`src/rtl/uart_mem_loader.sv`:
```
// ============================================================================
// Module   : uart_mem_loader
// Brief    : 8N1 UART receiver that packs bytes little-endian into 32-bit
//            words and writes them to consecutive memory addresses from 0.
// Revision : 1.0 - initial release
// ============================================================================
`default_nettype none

module uart_mem_loader #(
    parameter int CLKS_PER_BIT = 434,
    parameter int DEPTH        = 3000,
    parameter int ADDR_W       = 12,
    parameter int IDLE_TIMEOUT = 50000
) (
    input  logic              CLOCK_50,
    input  logic              reset,
    input  logic              uart_rx,
    output logic              mem_we,
    output logic [ADDR_W-1:0] mem_addr,
    output logic [31:0]       mem_wdata,
    output logic [7:0]        rx_byte,
    output logic              rx_valid,
    output logic [ADDR_W-1:0] word_count,
    output logic              frame_err,
    output logic              full,
    output logic              load_done
);

    localparam int TMR_W  = (CLKS_PER_BIT > 2) ? $clog2(CLKS_PER_BIT) : 1;
    localparam int IDLE_W = $clog2(IDLE_TIMEOUT + 1);

    localparam logic [TMR_W-1:0]  HALF_BIT  = TMR_W'(CLKS_PER_BIT / 2);
    localparam logic [TMR_W-1:0]  LAST_TICK = TMR_W'(CLKS_PER_BIT - 1);
    localparam logic [IDLE_W-1:0] IDLE_LAST = IDLE_W'(IDLE_TIMEOUT - 1);
    localparam logic [ADDR_W-1:0] DEPTH_C   = ADDR_W'(DEPTH);

    typedef enum logic [1:0] {
        IDLE  = 2'd0,
        START = 2'd1,
        DATA  = 2'd2,
        STOP  = 2'd3
    } state_t;

    state_t              state;
    state_t              state_next;
    logic                sync1;
    logic                sync2;
    logic                rx;
    logic [TMR_W-1:0]    timer;
    logic [2:0]          bit_idx;
    logic [7:0]          shift;
    logic                err_wait;
    logic [1:0]          lane;
    logic [23:0]         word_buf;
    logic [IDLE_W-1:0]   idle_cnt;
    logic                done_flag;

    logic                timer_clr;
    logic                bit_clr;
    logic                bit_sample;
    logic                accept;
    logic                ferr_set;
    logic                err_wait_set;
    logic                err_wait_clr;
    logic                timeout;
    logic                do_write;
    logic [31:0]         write_data;

    assign rx = sync2;

    always_ff @(posedge CLOCK_50 or posedge reset) begin
        if (reset) begin
            sync1 <= 1'b1;
            sync2 <= 1'b1;
        end else begin
            sync1 <= uart_rx;
            sync2 <= sync1;
        end
    end

    always_ff @(posedge CLOCK_50 or posedge reset) begin
        if (reset) begin
            state <= IDLE;
        end else begin
            state <= state_next;
        end
    end

    always_comb begin
        state_next   = state;
        timer_clr    = 1'b0;
        bit_clr      = 1'b0;
        bit_sample   = 1'b0;
        accept       = 1'b0;
        ferr_set     = 1'b0;
        err_wait_set = 1'b0;
        err_wait_clr = 1'b0;
        case (state)
            IDLE: begin
                if (!rx) begin
                    state_next = START;
                    timer_clr  = 1'b1;
                end
            end
            START: begin
                if (timer == HALF_BIT) begin
                    if (rx) begin
                        state_next = IDLE;
                    end else begin
                        state_next = DATA;
                        timer_clr  = 1'b1;
                        bit_clr    = 1'b1;
                    end
                end
            end
            DATA: begin
                if (timer == LAST_TICK) begin
                    bit_sample = 1'b1;
                    timer_clr  = 1'b1;
                    if (bit_idx == 3'd7) begin
                        state_next = STOP;
                    end
                end
            end
            STOP: begin
                // After a bad stop bit, park here until the line idles high.
                if (err_wait) begin
                    if (rx) begin
                        state_next   = IDLE;
                        err_wait_clr = 1'b1;
                    end
                end else if (timer == LAST_TICK) begin
                    if (rx) begin
                        accept     = 1'b1;
                        state_next = IDLE;
                    end else begin
                        ferr_set     = 1'b1;
                        err_wait_set = 1'b1;
                    end
                end
            end
            default: state_next = IDLE;
        endcase
    end

    always_ff @(posedge CLOCK_50 or posedge reset) begin
        if (reset) begin
            timer    <= '0;
            bit_idx  <= '0;
            shift    <= '0;
            err_wait <= 1'b0;
        end else begin
            timer <= timer_clr ? '0 : timer + TMR_W'(1);
            if (bit_clr) begin
                bit_idx <= '0;
            end else if (bit_sample) begin
                bit_idx <= bit_idx + 3'd1;
            end
            if (bit_sample) begin
                shift <= {rx, shift[7:1]};
            end
            if (err_wait_set) begin
                err_wait <= 1'b1;
            end else if (err_wait_clr) begin
                err_wait <= 1'b0;
            end
        end
    end

    // A byte landing in the timeout cycle wins; the idle period restarts.
    assign timeout = (idle_cnt == IDLE_LAST) && !done_flag && !accept && !rx_valid
                     && ((word_count != '0) || (lane != 2'd0));

    assign do_write   = !full && ((accept && (lane == 2'd3)) || (timeout && (lane != 2'd0)));
    assign write_data = accept ? {shift, word_buf} : {8'h00, word_buf};

    always_ff @(posedge CLOCK_50 or posedge reset) begin
        if (reset) begin
            mem_we     <= 1'b0;
            mem_addr   <= '0;
            mem_wdata  <= '0;
            rx_byte    <= '0;
            rx_valid   <= 1'b0;
            word_count <= '0;
            frame_err  <= 1'b0;
            full       <= 1'b0;
            load_done  <= 1'b0;
            lane       <= '0;
            word_buf   <= '0;
            idle_cnt   <= '0;
            done_flag  <= 1'b0;
        end else begin
            mem_we    <= 1'b0;
            load_done <= 1'b0;
            rx_valid  <= accept;
            if (accept) begin
                rx_byte <= shift;
            end
            if (ferr_set) begin
                frame_err <= 1'b1;
            end

            if (rx_valid) begin
                idle_cnt  <= '0;
                done_flag <= 1'b0;
            end else begin
                if (idle_cnt != IDLE_LAST) begin
                    idle_cnt <= idle_cnt + IDLE_W'(1);
                end
                if (timeout) begin
                    done_flag <= 1'b1;
                end
            end

            if (accept) begin
                lane <= lane + 2'd1;
                case (lane)
                    2'd0:    word_buf[7:0]   <= shift;
                    2'd1:    word_buf[15:8]  <= shift;
                    2'd2:    word_buf[23:16] <= shift;
                    default: word_buf        <= '0;
                endcase
            end else if (timeout) begin
                load_done <= 1'b1;
                lane      <= '0;
                word_buf  <= '0;
            end

            if (do_write) begin
                mem_we     <= 1'b1;
                mem_addr   <= word_count;
                mem_wdata  <= write_data;
                word_count <= word_count + ADDR_W'(1);
                if ((word_count + ADDR_W'(1)) == DEPTH_C) begin
                    full <= 1'b1;
                end
            end
        end
    end

endmodule

`default_nettype wire

```
`config.mk`:
```
export PLATFORM = sky130hd
export DESIGN_NAME = uart_mem_loader
export DESIGN_NICKNAME = d
export VERILOG_FILES = /design/src/rtl/uart_mem_loader.sv
export SDC_FILE = /design/constraint.sdc
export NUM_CORES = 1
export LEC_CHECK = 0
export CAP_MARGIN = 25
export CORE_MARGIN = 2
export CORE_UTILIZATION = 30
export CTS_CLUSTER_SIZE = 30
export DETAILED_ROUTE_END_ITERATION = 10
export SKIP_CTS_REPAIR_TIMING = 1
export SYNTH_ARGS = -nofsm -noshare
export SYNTH_HDL_FRONTEND = slang
export SYNTH_SLANG_ARGS = --single-unit
export TNS_END_PERCENT = 1
```
`constraint.sdc`:
```
create_clock -name CLOCK_50 -period 5.65 [get_ports CLOCK_50]
set_clock_uncertainty 0.2 [all_clocks]
set_input_delay 1.13 -clock CLOCK_50 [delete_from_list [all_inputs] [get_ports CLOCK_50]]
set_output_delay 1.13 -clock CLOCK_50 [all_outputs]
set_load 0.02 [all_outputs]
```
; Word-level counts from Yosys, hierarchy flattened
; Index checks and enable logic that the tools add are counted.
[totals]
regBits = 137
input_bits = 3
word_cells = 121
[op_classes]
addsub = 5
n_eq_ne = 20
n_mux = 44
reduce_logical = 30
[op_table]
columns = cell, n
row1 = $mux W24, 2
row2 = $pmux W8 S2, 3
row3 = $mux W16, 2
row4 = $mux W32, 1
row5 = $mux W1, 21
row6 = $mux W2, 10
row7 = $add A16 B1 Y16 const B, 1
row8 = $eq A16 B16 Y1 const B, 1
row9 = $ne A16 B16 Y1 const B, 1
row10 = $ne A2 B2 Y1 const B, 7
row11 = $add A12 B1 Y12 const B, 1
row12 = $eq A12 B12 Y1 const B, 1
row13 = $reduce_bool A12 Y1, 1
row14 = $reduce_bool A2 Y1, 6
row15 = $add A9 B1 Y9 const B, 1
row16 = $eq A9 B8 Y1 const B, 1
row17 = $eq A9 B9 Y1 const B, 1
row18 = $mux W9, 1
row19 = $eq A2 B2 Y1 const B, 4
row20 = $pmux W2 S4, 1
row21 = $reduce_and A2 Y1, 4
row22 = $logic_and A1 B1 Y1, 7
row23 = $mux W3, 2
row24 = $reduce_or A2 Y1, 3
row25 = 10 further kinds, 16

; Logic depth before layout (Yosys ltp)
; Gate-level depths: netlist of run 1.
[depth]
depth_word = 12
mapped_depth = 10

; Worst setup path after synthesis of run 1
; No wires, ideal clock.
[synth_path]
path_type = reg-to-reg
from = register sync2 (netlist: rx)
to = register word_buf[10]
setup_time_ns = 0.125
t_arrival_ns = 2.078
required_ns = 5.325
setup_slack_ns = 3.247
path_stages_with_launch = 7
path_buffers = 2
cell_sequence = dfstp_2 clkbuf_1 nand4b_1 or3_1 buf_2 o31ai_4 mux2_2
[synth_between]
elab_chain_len = 10
word_cells_on_any_way = 12
[synth_rtl]
columns = element, line_no
row1 = "start, declared", 47  ; logic sync2;
row2 = "start signal, assigned", 77  ; sync2 <= sync1;
row3 = $mux W1 (*), 133  ; if (rx) begin
row4 = $mux W1 (*), 132  ; end else if (timer == LAST_TICK) begin
row5 = $mux W1 (*), 127  ; if (err_wait) begin
row6 = $mux W1 (*), 98  ; case (state)
row7 = $logic_not A1 Y1, 171  ; assign timeout = (idle_cnt == IDLE_LAST) && !done_flag && !accept && !rx_valid
row8 = $logic_and A1 B1 Y1 (2 in a row), 171
row9 = $logic_and A1 B1 Y1, 172  ; && ((word_count != '0) || (lane != 2'd0));
row10 = $reduce_bool A2 Y1 (no line), --
row11 = $reduce_and A2 Y1 (no line), --
row12 = "end signal, assigned", 219  ; 2'd1: word_buf[15:8] <= shift;
row13 = "end, declared", 54  ; logic [23:0] word_buf;
; Every way passes the cells marked *; elsewhere a longest branch is shown, timed or not.
; A chain may end at the register's enable or synchronous reset.

; Final worst setup path of run 1
[layout_path]
from = register timer[1]
to = register word_buf[4]
[layout_between]
elab_chain_len = 10
word_cells_on_any_way = 12
[layout_rtl]
columns = element, line_no
row1 = "start, declared", 49  ; logic [TMR_W-1:0] timer;
row2 = "start signal, assigned", 153  ; timer <= timer_clr ? '0 : timer + TMR_W'(1);
row3 = $eq A9 B9 Y1 (*), 132
row4 = $mux W1 (*), 132
row5 = $mux W1 (*), 127
row6 = $mux W1 (*), 98
row7 = $logic_not A1 Y1, 171
row8 = $logic_and A1 B1 Y1 (2 in a row), 171
row9 = $logic_and A1 B1 Y1, 172
row10 = $reduce_bool A2 Y1 (no line), --
row11 = $reduce_and A2 Y1 (no line), --
row12 = "end signal, assigned", 218  ; 2'd0: word_buf[7:0] <= shift;
; Marks and branches as above.

==> results of run 1 <==
==> through the flow <==
step                total power [mW]  instances  area (sq um)  utilization
floorplan                       1.02        605          6120            -
detailed placement              1.02        918          7080        0.352
global placement                1.02        918          7080        0.352
finish                          2.09        950          7660        0.381
global route                    2.17        950          7660        0.381
CTS                             2.12        950          7660        0.381
==> worst min path at each step <==
stage | startpoint | to | slack [ns] | depth (start not counted)
floorplan | sync1 | rx | 0.15 | 0
global placement | sync1 | rx | 0.15 | 0
detailed placement | sync1 | rx | 0.15 | 0
CTS | sync1 | rx | 0.15 | 0
global route | sync1 | rx | 0.16 | 0
finish | sync1 | rx | 0.15 | 0
==> sequential cells by signal, summed over array words and instances (netlist names), 2 cells and up, named ones only <==
register    count
word_buf       24
idle_cnt       16
shift           8
mem_wdata      32
bit_idx         3
timer           9
mem_addr       12
word_count     12
lane            2
rx_byte         8
==> kinds of logic after synthesis <==
| kind of cell | Yosys count | share of synthesized area |
|---|---|---|
| buffers and inverters | 45 | 0.0309 |
| xor gates and xnor gates | 31 | 0.0444 |
| adders and majority gates | 12 | 0.0245 |
| DFF | 137 | 0.561 |
| muxes | 26 | 0.0475 |
| AOI/OAI and AO/OA | 58 | 0.0644 |
| and+or+nand+nor | 296 | 0.227 |
==> final cells by class <==
type	count	area share
clock inverters	11	0.0160
multi-input cells	423	0.328
flip-flops and latches	137	0.448
well taps	270	0.0441
inverters	13	0.00702
repair buffers	75	0.0967
clock buffers	21	0.0601
==> power groups by stage <==
stage | registers, mW | logic [mW] | clock network, mW
floorplan | 1.00 | 0.0155 | 0
global placement | 1.00 | 0.0232 | 0
detailed placement | 1.00 | 0.0234 | 0
CTS | 0.984 | 0.0234 | 1.12
global route | 0.983 | 0.0262 | 1.16
finish | 0.984 | 0.0215 | 1.09
==> cell usage after synthesis, types with 4 or more instances <==
library cell | n | share of area
nor4_1 | 5 | 0.0051
buf_2 | 13 | 0.011
nor3_1 | 7 | 0.0057
a31oi_1 | 4 | 0.0041
nand3_1 | 11 | 0.0090
nand4_1 | 11 | 0.011
o21ai_0 | 29 | 0.024
nor2_1 | 37 | 0.023
ha_1 | 12 | 0.025
mux2_2 | 22 | 0.040
inv_1 | 13 | 0.0080
a21oi_1 | 8 | 0.0065
dfrtp_1 | 135 | 0.55
clkbuf_1 | 17 | 0.010
xnor2_1 | 17 | 0.024
nand4b_1 | 6 | 0.0086
xor2_1 | 14 | 0.020
nand2_1 | 172 | 0.11
and3_1 | 21 | 0.021
==> placed cells by master (no fill, tap or decap), types with 8 or more instances in the layout <==
cell type / instances
nand2_1: 172
dfrtp_1: 135
clkdlybuf4s50_1: 71
nor2_1: 37
o21ai_0: 29
mux2_2: 22
and3_1: 21
xnor2_1: 17
clkbuf_16: 17
xor2_1: 14
inv_1: 12
ha_1: 12
nand3_1: 11
nand4_1: 11
a21oi_1: 8
==> routing by layer <==
layer,vias up,global-route usage,share of wire
met3,17,0.0363,0.049
li1,2166,-,-
met2,75,0.216,0.47
met4,0,0.0466,0.015
met1,2144,0.187,0.46
met5,-,0,0
==> summary.json, run 1 <==
{
  "type_of_the_worst_setup_path": {"value": "reg2reg"},
  "netSwitchingFraction": {"value": 0.208},
  "first_iter_violations": {"value": 275},
  "worstRegToRegCells": {"value": 8},
  "maxClockFrequency": {"value": 301, "unit": "MHz"},
  "count_of_max_cap_constraint_violations": {"value": 0},
  "clock_latency": {"value": 0.42, "unit": "ns"},
  "crit_path_end_kind": {"value": "flip-flop"},
  "core.rowCount": {"value": 52},
  "critPathLaunch": {"value": "timer[1]"},
  "multi_input_area": {"value": 0.00251, "unit": "sq mm"},
  "status": {"value": "finished, final reports clean"},
  "kind_of_cell_with_the_highest_combined_delay_on_the_critical_path": {"value": "simple AND/OR/NAND/NOR gates"},
  "timing.critical_path.depth": {"value": 8},
  "syn-instance-count": {"value": 605},
  "route.final.wire_length": {"value": 14000, "unit": "um"},
  "drc": {"value": 0},
  "worst_ep_arrival_time": {"value": 3.45, "unit": "ns"},
  "ys_seq_area_frac": {"value": 0.561},
  "crit-reg2reg-launch": {"value": "timer[1]"},
  "crit_fanout": {"value": 30},
  "crit_end": {"value": "word_buf[4]"},
  "final_min_period_over_clock_period": {"value": 0.589},
  "detailedPlacementHpwl": {"value": 9450, "unit": "um"},
  "filler_cell_count": {"value": 1980},
  "timing_worst_slew_pin_value": {"value": 0.814, "unit": "ns"},
  "drt.antenna.violating_nets": {"value": 0},
  "timing.final.ws_setup": {"value": 2.32, "unit": "ns"},
  "post-route-min-period": {"value": 3.33, "unit": "ns"},
  "cts_tree": {"value": "built"},
  "yosys_most_used_dff": {"value": "dfrtp_1"},
  "timing.critical_path.mode_cell": {"value": "inv_1"},
  "critPathRequiredTime": {"value": 5.77, "unit": "ns"},
  "gr-total-overflow": {"value": 0},
  "reg2reg_setup_slack": {"value": 2.32, "unit": "ns"},
  "initial_core_utilization": {"value": 0.304},
  "grt_first_pass_wirelength": {"value": 23400, "unit": "um"},
  "tritoncts_num_sinks": {"value": 137},
  "timing.critical_path.buf_inv": {"value": 2},
  "crit_slowest_cell": {"value": "or3_1"},
  "comb_power_share": {"value": 0.010},
  "mappedNetlistNets": {"value": 620},
  "place.gp.congestion": {"value": 0.780},
  "holdWs": {"value": 0.151, "unit": "ns"},
  "core-area": {"value": 0.0201, "unit": "sq mm"},
  "crit-reg2reg-capture": {"value": "word_buf[4]"},
  "timing.final.hold_violations": {"value": 0},
  "drt-vias-per-instance": {"value": 4.63},
  "first_pass_iters": {"value": 4},
  "relSlewSlack": {"value": 0.457},
  "p_per_area": {"value": 273, "unit": "mW/mm^2"},
  "antenna_violations_before_repair": {"value": 0},
  "cts_max_path_buffers": {"value": 2},
  "synth_edf_count": {"value": 0},
  "ys_types": {"value": 49},
  "root_buffer_cell": {"value": "clkbuf_16"},
  "port_buffers": {"value": 71},
  "static-leakage-power": {"value": 3.61, "unit": "nW"},
  "holdCritPathClass": {"value": "reg2reg"},
  "grt_start_max_net_pins": {"value": 91},
  "grt_setup_unrepaired": {"value": "false"},
  "seq_area": {"value": 0.00343, "unit": "sq mm"},
  "number_of_global_route_vias_before_repair": {"value": 4422},
  "synth.cell_area": {"value": 0.00612, "unit": "sq mm"},
  "fin_setup_tns": {"value": 0, "unit": "ns"},
  "clock_pin_slew_worst_setup_and_hold_paths": {"value": 0.06, "unit": "ns"},
  "power_switching": {"value": 0.435, "unit": "mW"},
  "synth_seq_cells": {"value": 137},
  "fraction_of_final_layout_cells_sized_beyond_drive_strength_1": {"value": 0.101},
  "die-area": {"value": 0.0215, "unit": "sq mm"},
  "floorplan.io_pins": {"value": 72},
  "cp_slowest_stage_delay": {"value": 0.78, "unit": "ns"},
  "final_setup_violation_count": {"value": 0},
  "cts_buffers": {"value": 17},
  "detailedPlace.worstSlack": {"value": 2.34, "unit": "ns"},
  "cp-start-kind": {"value": "flip-flop"},
  "power.ir.vdd_worst": {"value": 0.000203, "unit": "V"},
  "floorplan.die.height": {"value": 147, "unit": "um"},
  "share_of_power_burned_in_registers": {"value": 0.470},
  "critical_path_cell_sequence": {"value": "inv_1 > ha_1 > nand4b_1 > or3_1 > inv_1 > and2_1 > nand2_1 > o21ai_0"},
  "post_drt_wl_per_cell": {"value": 14.7, "unit": "um"},
  "design.final.nets": {"value": 682},
  "die_w": {"value": 147, "unit": "um"},
  "synth_area_per_cell": {"value": 10.1, "unit": "sq um"},
  "grtUsageTotal": {"value": 0.138},
  "cts_htree_levels": {"value": 4},
  "drv_slew": {"value": 0},
  "cellInternalPower": {"value": 1.66, "unit": "mW"},
  "insertedDiodeCount": {"value": 0},
  "yosys_warnings": {"value": 0},
  "postSynth.asyncResetShare": {"value": 1.00},
  "vias": {"value": 4402},
  "flow.area_growth_from_synthesis": {"value": 25.2, "unit": "%"},
  "pwr-share-clk": {"value": 0.519}
}
No activity file was read; power rests on OpenSTA's default activity.
==> inputs of run 2 (changes only) <==
==> constraint.sdc (replaced) <==
create_clock -name CLOCK_50 -period 3.4 [get_ports CLOCK_50]
set_clock_uncertainty 0.2 [all_clocks]
set_input_delay 0.68 -clock CLOCK_50 [delete_from_list [all_inputs] [get_ports CLOCK_50]]
set_output_delay 0.68 -clock CLOCK_50 [all_outputs]
set_load 0.02 [all_outputs]
==> summary.json, run 2 (synthesized netlist as in run 1, its figures left out) <==
{
  "kind_of_cell_with_the_highest_combined_delay_on_the_critical_path": {"value": "simple AND/OR/NAND/NOR gates"},
  "core-area": {"value": 0.0201, "unit": "sq mm"},
  "timing.hold.worst_endpoint": {"value": "rx"},
  "finalInstanceArea": {"value": 0.00775, "unit": "sq mm"},
  "tritoncts_num_sinks": {"value": 137},
  "crit_fanout": {"value": 16},
  "largest_reg_flops": {"value": 32},
  "gr-total-overflow": {"value": 0},
  "crit-reg2reg-capture": {"value": "word_buf[1]"},
  "post-route-min-period": {"value": 2.97, "unit": "ns"},
  "hold_critical_path_depth": {"value": 0},
  "timing.critical_path.buf_inv": {"value": 2},
  "final_setup_violation_count": {"value": 0},
  "cts_htree_levels": {"value": 4},
  "cts_max_path_buffers": {"value": 2},
  "grt_setup_unrepaired": {"value": "false"},
  "cp_slowest_stage_delay": {"value": 0.66, "unit": "ns"},
  "floorplan.die.height": {"value": 147, "unit": "um"},
  "filler_cell_count": {"value": 1977},
  "min-delay-start": {"value": "sync1"},
  "first_iter_violations": {"value": 298},
  "detailedPlacementHpwl": {"value": 9790, "unit": "um"},
  "static-leakage-power": {"value": 3.65, "unit": "nW"},
  "clock_latency": {"value": 0.42, "unit": "ns"},
  "root_buffer_cell": {"value": "clkbuf_16"},
  "antenna_violations_before_repair": {"value": 0},
  "final_min_period_over_clock_period": {"value": 0.873},
  "timing.final.hold_violations": {"value": 0},
  "commonest_non_fill_non_tap_cell_in_the_layout": {"value": "nand2_1"},
  "vias": {"value": 4507},
  "die_w": {"value": 147, "unit": "um"},
  "post_drt_wl_per_cell": {"value": 14.7, "unit": "um"},
  "registers.top_by_ff_count": {"value": "mem_wdata"},
  "finalPower": {"value": 3.39, "unit": "mW"},
  "final_core_utilization": {"value": 0.385},
  "flow.area_growth_from_synthesis": {"value": 26.7, "unit": "%"},
  "critPathRequiredTime": {"value": 3.47, "unit": "ns"},
  "holdWs": {"value": 0.160, "unit": "ns"},
  "crit-reg2reg-launch": {"value": "timer[1]"},
  "maxClockFrequency": {"value": 337, "unit": "MHz"},
  "grt_first_pass_wirelength": {"value": 23500, "unit": "um"},
  "timing_worst_slew_pin_value": {"value": 0.704, "unit": "ns"},
  "initial_core_utilization": {"value": 0.304},
  "design.final.nets": {"value": 691},
  "fin_setup_tns": {"value": 0, "unit": "ns"},
  "drt-vias-per-instance": {"value": 4.70},
  "die-area": {"value": 0.0215, "unit": "sq mm"},
  "type_of_the_worst_setup_path": {"value": "reg2reg"},
  "worst_ep_arrival_time": {"value": 3.04, "unit": "ns"},
  "crit_path_end_kind": {"value": "flip-flop"},
  "first_pass_iters": {"value": 4},
  "fraction_of_final_layout_cells_sized_beyond_drive_strength_1": {"value": 0.116},
  "power.ir.vdd_worst": {"value": 0.000351, "unit": "V"},
  "critical_path_cell_sequence": {"value": "inv_1 > ha_1 > nand4b_1 > or3_1 > buf_4 > a41oi_2 > o21ai_0"},
  "route.final.wire_length": {"value": 14100, "unit": "um"},
  "drv_slew": {"value": 0},
  "crit_slowest_cell": {"value": "or3_1"},
  "drc": {"value": 0},
  "p_per_area": {"value": 438, "unit": "mW/mm^2"},
  "placed_area": {"value": 0.00719, "unit": "sq mm"},
  "cp-start-kind": {"value": "flip-flop"},
  "status": {"value": "finished, final reports clean"},
  "relSlewSlack": {"value": 0.529},
  "layout.cells.most_common_list": {"value": "172 x nand2_1, 135 x dfrtp_1, 71 x clkdlybuf4s50_1"},
  "worstRegToRegCells": {"value": 7},
  "place.gp.congestion": {"value": 0.825},
  "insertedDiodeCount": {"value": 0},
  "count_of_max_cap_constraint_violations": {"value": 0},
  "grtUsageTotal": {"value": 0.138},
  "grt_start_max_net_pins": {"value": 51},
  "floorplan.io_pins": {"value": 72},
  "holdCritPathClass": {"value": "reg2reg"},
  "largest_registers_ranked_by_flip_flop_count": {"value": "mem_wdata (32), word_buf (24), idle_cnt (16)"},
  "reg2reg_setup_slack": {"value": 0.43, "unit": "ns"},
  "cts_buffers": {"value": 17},
  "cts_tree": {"value": "built"},
  "number_of_global_route_vias_before_repair": {"value": 4529},
  "drt.antenna.violating_nets": {"value": 0},
  "clock_pin_slew_worst_setup_and_hold_paths": {"value": 0.06, "unit": "ns"},
  "port_buffers": {"value": 71},
  "core.rowCount": {"value": 52}
}
run 2: cell types whose count changed in the layout (fill, tap and decap cells not counted), sizes merged:
cell / delta
bufinv: -2
buf: +9
clkbuf: -3
inv: +3
clkinvlp: +2
run 2: metal layers:
layer | GRT usage | wire length [um]
met1 | 0.182 | 6680
met4 | 0.0510 | 223
met2 | 0.216 | 6590
met3 | 0.0394 | 565
met5 | 0 | 0
run 2: area by class of cell:
type                       count  area (sq um)  area share
clock buffer                  18           439      0.0567
clock inverter                14           115      0.0149
inverter                      13          52.6     0.00678
multi-input combinational    423          2510       0.325
sequential                   137          3430       0.443
tap                          270           338      0.0436
timing repair buffer          84           858       0.111
run 2: worst max-delay path by stage:
stage                     cells past startpoint  slack (ns)                          to  startpoint
after floorplan                               1        0.81  asynchronous set/reset pin       reset
after global placement                        7        0.47                 word_buf[5]    timer[1]
after detailed placement                      7        0.42                 word_buf[1]    timer[1]
after CTS                                     7        0.41                 word_buf[6]    timer[1]
after global routing                          7        0.18                 word_buf[1]    timer[1]
final                                         7        0.43                 word_buf[1]    timer[1]
run 2: metrics by stage:
step / setup WS (ns) / cells
2_1_floorplan: 0.815 / 605
3_3_place_gp: 0.473 / 927
3_5_place_dp: 0.423 / 927
4_1_cts: 0.414 / 959
5_1_grt: 0.176 / 959
6_report: 0.431 / 959
run 2: report_power, final:
part / internal, mW / switching (mW)
combinational: 0.00881 / 0.0342
clock: 0.965 / 0.748
sequential: 1.63 / 0.00184
==> inputs of run 3 (changes only) <==
--- a/config.mk
+++ b/config.mk
@@ -5,9 +5,9 @@
 export SDC_FILE = /design/constraint.sdc
 export NUM_CORES = 1
 export LEC_CHECK = 0
-export CAP_MARGIN = 25
+export CAP_MARGIN = 20
 export CORE_MARGIN = 2
-export CORE_UTILIZATION = 30
+export CORE_UTILIZATION = 35
 export CTS_CLUSTER_SIZE = 30
 export DETAILED_ROUTE_END_ITERATION = 10
 export SKIP_CTS_REPAIR_TIMING = 1
==> summary.json, run 3 (synthesized netlist as in run 1, its figures left out) <==
{
  "largest_reg_flops": {"value": 32},
  "met2_length": {"value": 6380, "unit": "um"},
  "drc": {"value": 0},
  "holdCritPathClass": {"value": "reg2reg"},
  "clock_pin_slew_worst_setup_and_hold_paths": {"value": 0.06, "unit": "ns"},
  "die_w": {"value": 136, "unit": "um"},
  "reg2reg_setup_slack": {"value": 0.50, "unit": "ns"},
  "place.gp.congestion": {"value": 0.802},
  "first_pass_iters": {"value": 4},
  "cp-start-kind": {"value": "flip-flop"},
  "drv_slew": {"value": 0},
  "vias": {"value": 4556},
  "cts_buffers": {"value": 17},
  "static-leakage-power": {"value": 3.69, "unit": "nW"},
  "crit_path_end_kind": {"value": "flip-flop"},
  "grt_first_pass_wirelength": {"value": 22200, "unit": "um"},
  "crit_slowest_cell": {"value": "or3_1"},
  "flow.area_growth_from_synthesis": {"value": 26.3, "unit": "%"},
  "crit-reg2reg-launch": {"value": "timer[1]"},
  "critical_path_cell_sequence": {"value": "inv_1 > ha_1 > nand4b_1 > or3_1 > a41oi_4 > buf_4 > nor3_1 > xor2_1"},
  "wl_met1": {"value": 6230, "unit": "um"},
  "filler_cell_count": {"value": 1627},
  "kind_of_cell_with_the_highest_combined_delay_on_the_critical_path": {"value": "simple AND/OR/NAND/NOR gates"},
  "p_per_area": {"value": 458, "unit": "mW/mm^2"},
  "drt.antenna.violating_nets": {"value": 0},
  "drt-vias-per-instance": {"value": 4.98},
  "relSlewSlack": {"value": 0.583},
  "insertedDiodeCount": {"value": 0},
  "root_buffer_cell": {"value": "clkbuf_16"},
  "commonest_non_fill_non_tap_cell_in_the_layout": {"value": "nand2_1"},
  "number_of_global_route_vias_before_repair": {"value": 4521},
  "detailedPlacementHpwl": {"value": 9230, "unit": "um"},
  "critPathLaunch": {"value": "timer[1]"},
  "final_core_utilization": {"value": 0.450},
  "initial_core_utilization": {"value": 0.356},
  "min-delay-start": {"value": "sync1"},
  "post_drt_wl_per_cell": {"value": 14.6, "unit": "um"},
  "core.rowCount": {"value": 48},
  "maxClockFrequency": {"value": 345, "unit": "MHz"},
  "count_of_max_cap_constraint_violations": {"value": 0},
  "crit-reg2reg-capture": {"value": "word_count[7]"},
  "tritoncts_num_sinks": {"value": 137},
  "post-route-min-period": {"value": 2.90, "unit": "ns"},
  "cts_htree_levels": {"value": 4},
  "antenna_violations_before_repair": {"value": 0},
  "timing.final.hold_violations": {"value": 0},
  "timing_worst_slew_pin_value": {"value": 0.626, "unit": "ns"},
  "route.top_layer_used": {"value": "met4"},
  "crit_fanout": {"value": 36},
  "type_of_the_worst_setup_path": {"value": "reg2reg"},
  "fin_setup_tns": {"value": 0, "unit": "ns"},
  "registers.top_by_ff_count": {"value": "mem_wdata"},
  "fraction_of_final_layout_cells_sized_beyond_drive_strength_1": {"value": 0.116},
  "first_iter_violations": {"value": 296},
  "floorplan.die.height": {"value": 136, "unit": "um"},
  "route.final.wire_length": {"value": 13400, "unit": "um"},
  "core-area": {"value": 0.0172, "unit": "sq mm"},
  "design.final.nets": {"value": 692},
  "power.ir.vdd_worst": {"value": 0.000332, "unit": "V"},
  "worstRegToRegCells": {"value": 8},
  "largest_registers_ranked_by_flip_flop_count": {"value": "mem_wdata (32), word_buf (24), idle_cnt (16)"},
  "crit_end": {"value": "word_count[7]"},
  "critPathRequiredTime": {"value": 3.49, "unit": "ns"},
  "worst_ep_arrival_time": {"value": 2.98, "unit": "ns"},
  "gr-total-overflow": {"value": 0},
  "grt_start_max_net_pins": {"value": 55},
  "grt_setup_unrepaired": {"value": "false"},
  "die-area": {"value": 0.0186, "unit": "sq mm"},
  "met3_length": {"value": 555, "unit": "um"},
  "port_buffers": {"value": 71},
  "timing.critical_path.buf_inv": {"value": 2},
  "cts_max_path_buffers": {"value": 2},
  "layout.cells.most_common_list": {"value": "172 x nand2_1, 135 x dfrtp_1, 71 x clkdlybuf4s50_1"},
  "timing.critical_path.depth": {"value": 8},
  "status": {"value": "finished, final reports clean"},
  "cts_tree": {"value": "built"},
  "final_setup_violation_count": {"value": 0},
  "final_min_period_over_clock_period": {"value": 0.851},
  "floorplan.io_pins": {"value": 72},
  "grtUsageTotal": {"value": 0.154},
  "cp_slowest_stage_delay": {"value": 0.72, "unit": "ns"},
  "clock_latency": {"value": 0.42, "unit": "ns"}
}
==> run 3: worst min path at each step <==
| stage | to | slack [ns] | cells after the start |
|---|---|---|---|
| floorplan | rx | 0.15 | 0 |
| global placement | rx | 0.15 | 0 |
| detailed placement | rx | 0.15 | 0 |
| CTS | rx | 0.16 | 0 |
| global route | rx | 0.16 | 0 |
| finish | rx | 0.16 | 0 |
==> run 3: worst register-to-register path, cell delays in order (launching register included) <==
cell and delay [ns]:
dfrtp_1 0.41, inv_1 0.07, ha_1 0.15, nand4b_1 0.27, or3_1 0.72, a41oi_4 0.28
buf_4 0.37, nor3_1 0.13, xor2_1 0.16
==> run 3: layer usage <==
metal,track usage,up-vias
met2,0.247,87
li1,-,2193
met4,0.0625,0
met1,0.201,2256
met5,0,-
met3,0.0358,20
==> run 3: power breakdown <==
| part | switching [mW] | internal, mW |
|---|---|---|
| combinational | 0.0328 | 0.00807 |
| sequential | 0.00174 | 1.63 |
| clock | 0.674 | 1.19 |
| total | 0.709 | 2.83 |
==> run 3: cell type report <==
type | instances | area [sq um] | area share
clock buffer | 20 | 457 | 0.0591
clock inverter | 12 | 149 | 0.0193
inverter | 13 | 52.6 | 0.00680
multi-input combinational | 423 | 2510 | 0.326
sequential | 137 | 3430 | 0.444
tap | 225 | 282 | 0.0364
timing repair buffer | 85 | 841 | 0.109
==> run 3: through the flow <==
| step | setup WS (ns) | cells | hold slack (ns) | power (mW) | area, sq um |
|---|---|---|---|---|---|
| after floorplan | 0.815 | 605 | 0.145 | 1.69 | 6120 |
| after global placement | 0.598 | 883 | 0.146 | 1.71 | 7120 |
| after detailed placement | 0.534 | 883 | 0.148 | 1.71 | 7120 |
| after CTS | 0.501 | 915 | 0.157 | 3.57 | 7730 |
| after global routing | 0.329 | 915 | 0.158 | 3.66 | 7730 |
| final | 0.505 | 915 | 0.155 | 3.54 | 7730 |
